`config.mk`:
```
export PLATFORM = sky130hd
export DESIGN_NAME = board_mem_arbiter
export DESIGN_NICKNAME = d
export VERILOG_FILES = /design/src/rtl/board_mem_arbiter.sv
export SDC_FILE = /design/constraint.sdc
export NUM_CORES = 1
export LEC_CHECK = 0
export BUFFER_PORTS_ARGS = -buffer_cell sky130_fd_sc_hd__buf_4
export CAP_MARGIN = 30
export CORE_MARGIN = 2
export CORE_UTILIZATION = 48
export CTS_CLUSTER_DIAMETER = 200
export DETAILED_ROUTE_END_ITERATION = 7
export PLACE_DENSITY_LB_ADDON = 0.1
export SLEW_MARGIN = 20
export SYNTH_ARGS = -nofsm -noshare
export SYNTH_HDL_FRONTEND = slang
export SYNTH_SLANG_ARGS = --single-unit
```
`constraint.sdc`:
```
create_clock -name iVGA_CLK -period 10.4 [get_ports iVGA_CLK]
set_input_delay 1.56 -clock iVGA_CLK [delete_from_list [all_inputs] [get_ports iVGA_CLK]]
set_output_delay 1.56 -clock iVGA_CLK [all_outputs]
set_load 0.03 [all_outputs]
```
`src/rtl/board_mem_arbiter.sv`:
```
// Board memory arbiter: shares one single-port synchronous RAM (1-cycle read
// latency) between the VGA square fetch and a CPU req/ack port.
module board_mem_arbiter #(
    parameter int ADDR_W     = 12,
    parameter int DATA_W     = 32,
    parameter int STARVE_MAX = 16
) (
    input  logic              iVGA_CLK,
    input  logic              iRST,
    input  logic              vga_req,
    input  logic [ADDR_W-1:0] vga_addr,
    output logic [DATA_W-1:0] vga_data,
    output logic              vga_valid,
    output logic              vga_miss,
    input  logic              cpu_req,
    input  logic              cpu_we,
    input  logic [ADDR_W-1:0] cpu_addr,
    input  logic [DATA_W-1:0] cpu_wdata,
    output logic              cpu_ack,
    output logic [DATA_W-1:0] cpu_rdata,
    output logic              cpu_err,
    output logic [ADDR_W-1:0] mem_addr,
    output logic              mem_we,
    output logic [DATA_W-1:0] mem_wdata,
    input  logic [DATA_W-1:0] mem_rdata,
    output logic [2:0]        dbg_state
);

    localparam int CNT_W = $clog2(STARVE_MAX + 1);
    localparam logic [CNT_W-1:0] STARVE_LIM = CNT_W'(STARVE_MAX);

    // State names the grant issued in a cycle; state_q carries it one cycle
    // on, so it tells which requester owns mem_rdata right now.
    typedef enum logic [2:0] {
        IDLE    = 3'd0,
        VGA_RD  = 3'd1,
        CPU_RD  = 3'd2,
        CPU_WR  = 3'd3,
        CPU_ERR = 3'd4
    } state_e;

    state_e              grant;
    state_e              cpu_op;
    state_e              state_q, state_d;
    logic                busy_q, busy_d;
    logic [CNT_W-1:0]    starve_cnt_q, starve_cnt_d;
    logic [ADDR_W-1:0]   last_addr_q, last_addr_d;
    logic                miss1_q, miss1_d;
    logic                vga_miss_q, vga_miss_d;
    logic                vga_valid_q, vga_valid_d;
    logic [DATA_W-1:0]   vga_data_q, vga_data_d;
    logic                cpu_ack_q, cpu_ack_d;
    logic                cpu_err_q, cpu_err_d;
    logic [DATA_W-1:0]   cpu_rdata_q, cpu_rdata_d;

    logic                cpu_seen;
    logic                cpu_in_range;
    logic                cpu_pend;
    logic                cpu_bad;
    logic                vga_gnt;
    logic                cpu_gnt;
    logic [ADDR_W-1:0]   addr_sel;

    // CPU handshake: cpu_req is held with stable we/addr/wdata until the
    // one-cycle cpu_ack; between acceptance and ack the port is busy and
    // cpu_req is not looked at, so dropping it early cannot cancel the op.
    always_comb begin
        cpu_seen     = cpu_req && !busy_q;
        cpu_in_range = (cpu_addr[ADDR_W-1:6] == '0);
        cpu_pend     = cpu_seen && cpu_in_range;
        cpu_bad      = cpu_seen && !cpu_in_range;
        cpu_op       = cpu_we ? CPU_WR : CPU_RD;

        if (cpu_pend && (starve_cnt_q == STARVE_LIM)) begin
            grant = cpu_op;
        end else if (vga_req) begin
            grant = VGA_RD;
        end else if (cpu_pend) begin
            grant = cpu_op;
        end else if (cpu_bad) begin
            grant = CPU_ERR;
        end else begin
            grant = IDLE;
        end

        vga_gnt = (grant == VGA_RD);
        cpu_gnt = (grant == CPU_RD) || (grant == CPU_WR);

        if (vga_gnt) begin
            addr_sel = vga_addr;
        end else if (cpu_gnt) begin
            addr_sel = cpu_addr;
        end else begin
            addr_sel = last_addr_q;
        end
    end

    // The RAM samples its address in the grant cycle, so the memory port is
    // driven straight from the arbitration result, forced quiet in reset.
    always_comb begin
        mem_addr  = iRST ? '0 : addr_sel;
        mem_we    = !iRST && (grant == CPU_WR);
        mem_wdata = iRST ? '0 : cpu_wdata;
    end

    always_comb begin
        state_d     = grant;
        last_addr_d = (vga_gnt || cpu_gnt) ? addr_sel : last_addr_q;

        if (cpu_gnt || !cpu_pend) begin
            starve_cnt_d = '0;
        end else if (starve_cnt_q == STARVE_LIM) begin
            starve_cnt_d = starve_cnt_q;
        end else begin
            starve_cnt_d = starve_cnt_q + CNT_W'(1);
        end

        busy_d = busy_q;
        if (cpu_ack_q) begin
            busy_d = 1'b0;
        end
        if (cpu_gnt || cpu_bad) begin
            busy_d = 1'b1;
        end

        miss1_d     = vga_req && !vga_gnt;
        vga_miss_d  = miss1_q;
        vga_valid_d = (state_q == VGA_RD);
        vga_data_d  = (state_q == VGA_RD) ? mem_rdata : vga_data_q;

        // Writes and range errors ack one cycle after acceptance, reads two.
        cpu_ack_d = (state_q == CPU_RD) || (grant == CPU_WR) || cpu_bad;
        cpu_err_d = cpu_bad;
        if (state_q == CPU_RD) begin
            cpu_rdata_d = mem_rdata;
        end else if (cpu_bad) begin
            cpu_rdata_d = '0;
        end else begin
            cpu_rdata_d = cpu_rdata_q;
        end
    end

    always_ff @(posedge iVGA_CLK or posedge iRST) begin
        if (iRST) begin
            state_q      <= IDLE;
            busy_q       <= 1'b0;
            starve_cnt_q <= '0;
            last_addr_q  <= '0;
            miss1_q      <= 1'b0;
            vga_miss_q   <= 1'b0;
            vga_valid_q  <= 1'b0;
            vga_data_q   <= '0;
            cpu_ack_q    <= 1'b0;
            cpu_err_q    <= 1'b0;
            cpu_rdata_q  <= '0;
        end else begin
            state_q      <= state_d;
            busy_q       <= busy_d;
            starve_cnt_q <= starve_cnt_d;
            last_addr_q  <= last_addr_d;
            miss1_q      <= miss1_d;
            vga_miss_q   <= vga_miss_d;
            vga_valid_q  <= vga_valid_d;
            vga_data_q   <= vga_data_d;
            cpu_ack_q    <= cpu_ack_d;
            cpu_err_q    <= cpu_err_d;
            cpu_rdata_q  <= cpu_rdata_d;
        end
    end

    assign vga_data  = vga_data_q;
    assign vga_valid = vga_valid_q;
    assign vga_miss  = vga_miss_q;
    assign cpu_ack   = cpu_ack_q;
    assign cpu_err   = cpu_err_q;
    assign cpu_rdata = cpu_rdata_q;
    assign dbg_state = state_q;

endmodule

```
==> flow_metrics.tcl <==
set metrics [dict create \
    core_area_um2 7770 \
    start_util_pct 50.0 \
    cp.required_ns 8.84 \
    fin_crit_sh_pct 48.0 \
    clockRootBuffer "clkbuf_8" \
    final_core_util_pct 74.0 \
    async_flop_share_pct 100 \
    dr.first_iter.drc_count 104 \
    finalSetupViolCount 0 \
    syn_nets 404 \
    area_growth_pct 47.9 \
    final_cell_mix "buf_4, dfrtp_1, nor2b_1, a22o_1, mux2_2" \
    peakVddDrop_mv 0.0801 \
    rsz0062_at_grt "false" \
    cts_setup_buffers 0 \
    yosys_most_used_dff "dfrtp_1" \
    worst_pin_slew_ns 0.784 \
    setup_tns_ns 0 \
    layout_commonest_cell "buf_4" \
    status "completed" \
    ys_ff_latch 90 \
    cts_made_buffers 9 \
    grt_start_max_net_pins 80 \
    vias 3255 \
    fin_total_pwr_mw 0.902 \
    synth_top_family_by_area "simple AND/OR/NAND/NOR gates" \
    htreeDepth 3 \
    synth_edf_count 0 \
    boundaryPins 209 \
    clock_path_buffers 2 \
    arrival_ns 3.44 \
    hold_viol_final 0 \
    synth_adder_area_share_pct 0.644 \
    dp_slack_ns 5.40 \
    relSlewSlack_pct 47.6 \
    remaining_drc_errors 0 \
    skew_ns 0.0141 \
    rows 32 \
    wl_per_cell_um 16.0 \
    startpoint_type "input pin" \
    port_buffers 208 \
    yosysSeqAreaShare_pct 58.0 \
    worst_slack_ns 5.40 \
    wirelength_um 9910 \
    insertion_delay_ns 0.35 \
    yosysWarnings 0 \
    syn_avg_cell_area_um2 12.6 \
    worstPathMaxFanout 32 \
    hold_class "flop to flop" \
    cts_tree "done" \
    end_kind "primary output" \
    diodes 0 \
    leakagePower_nw 2.94 \
    synthMuxAreaShare_pct 10.8 \
    drv_slew 0 \
    grt_usage_pct 22.2 \
    multi_input_area_um2 1500 \
    viasPerCell 5.26 \
    crit_type "input pin to primary output" \
    layout.nets 607 \
    synth_compound_area_share_pct 11.9 \
    fmax_ghz 0.200 \
    final.fill_count 562 \
    synth_cell_types 31 \
    synth_xor_xnor_area_share_pct 0.676 \
    netlist_area_um2 3890 \
    postRouteAntennaNets 0 \
    grt_pass1_wl_um 15200 \
    antenna_found_initial 0 \
    path_clk_slew_ns 0.08 \
    power_density_nw_per_um2 157 \
    cts_sinks 90 \
    die_w_um 94.0 \
    die_h_um 94.0 \
    ctsHoldBuffers 0 \
    synth_cells 309 \
    global_route.overflow_total 0 \
    seq_area_um2 2250 \
    synthSimpleGateAreaFrac_pct 14.2 \
    drv_cap 0 \
    dr.pass1.iters 4 \
    ctsResizeCount 0 \
    die_area_um2 8830 \
    hpwlAfterDp_um 7210 \
    min_period_ns 5.00 \
    first_global_vias 3126 \
    routabilityCongestion 0.797 \
    drive_gt1_share_pct 51.6 \
]
## layer usage
metal,GRT usage [%],routed length (um),share of wire [%],vias to the layer above
li1,-,-,-,1512
met1,27.6,3770,38,1593
met2,37.6,5230,53,142
met3,5.78,820,8.3,8
met4,7.49,94,0.95,0
met5,0,0,0,-
## sequential cells by signal, summed over array words and instances, names as in the netlist
signal	cells
busy_q	1
cpu_ack	1
cpu_err	1
cpu_rdata	32
dbg_state	3
last_addr_q	12
miss1_q	1
starve_cnt_q	5
vga_data	32
vga_miss	1
vga_valid	1
## power by group
part,internal [mW],leakage [nW],total (mW),switching (mW)
Combinational,0.108,1.68,0.253,0.145
Sequential,0.383,1.15,0.402,0.0191
Clock,0.120,0.103,0.247,0.127
## kinds of logic (layout without fill, tap and decap cells)
logic type	count (synthesis)	count (layout)
compound gates	53	53
xor+xnor	3	3
fa+ha+maj	2	2
buf+inv	32	240
flops	90	90
mux	38	38
simple gates	91	91
## final cells by class
type	count	area share, %
timing repair buffer	212	28.0
sequential	90	39.2
clock buffer	10	2.39
tap	102	2.22
clock inverter	6	1.26
inverter	12	0.827
multi-input combinational	187	26.1
## critical path, stage by stage
cell      delay, ns
buf_4          0.12
nor4_4         0.41
nand3b_2       0.55
a32o_1         0.48
and2_1         0.16
buf_4          0.16
## worst paths after layout
| check | end | startpoint | cells past startpoint | slack, ns |
|---|---|---|---|---|
| worst max-delay path | mem_addr[7] | cpu_addr[6] | 6 | 5.40 |
| worst min-delay path | vga_miss | miss1_q | 0 | 0.35 |
| worst max register to register | last_addr_q[7] | starve_cnt_q[0] | 5 | 8.32 |
| worst min register to register | vga_miss | miss1_q | 0 | 0.35 |
| max in group asynchronous | starve_cnt_q[4] | iRST | 4 | 8.18 |
| min in group asynchronous | last_addr_q[6] | iRST | 2 | 1.31 |
## synthesized netlist by cell type, types with 2 or more instances
master     n  share of area (%)
nor2b_1   38                6.1
clkbuf_1   8               0.77
dfrtp_1   90                 58
buf_2      8                1.0
a32o_1     6                1.5
nor2_1     9               0.87
a21oi_1    2               0.26
xor2_1     2               0.45
buf_4      2               0.39
mux2_2    32                9.3
a22o_1    32                7.2
nand4_1    2               0.32
o221ai_1  12                2.7
inv_1     12                1.2
ha_1       2               0.64
and2_1     7                1.1
nand2_1   12                1.2
mux2i_1    6                1.5
nand3_1   15                1.9
## metrics by stage
stage	std cells	hold WS (ns)	cell area [um^2]
finish	619	0.355	5750
global route	619	0.376	5750
CTS	618	0.357	5720
detailed placement	602	0.338	5510
global placement	602	0.334	5510
floorplan	309	0.331	3890
Power figures use the tool's default switching activity.
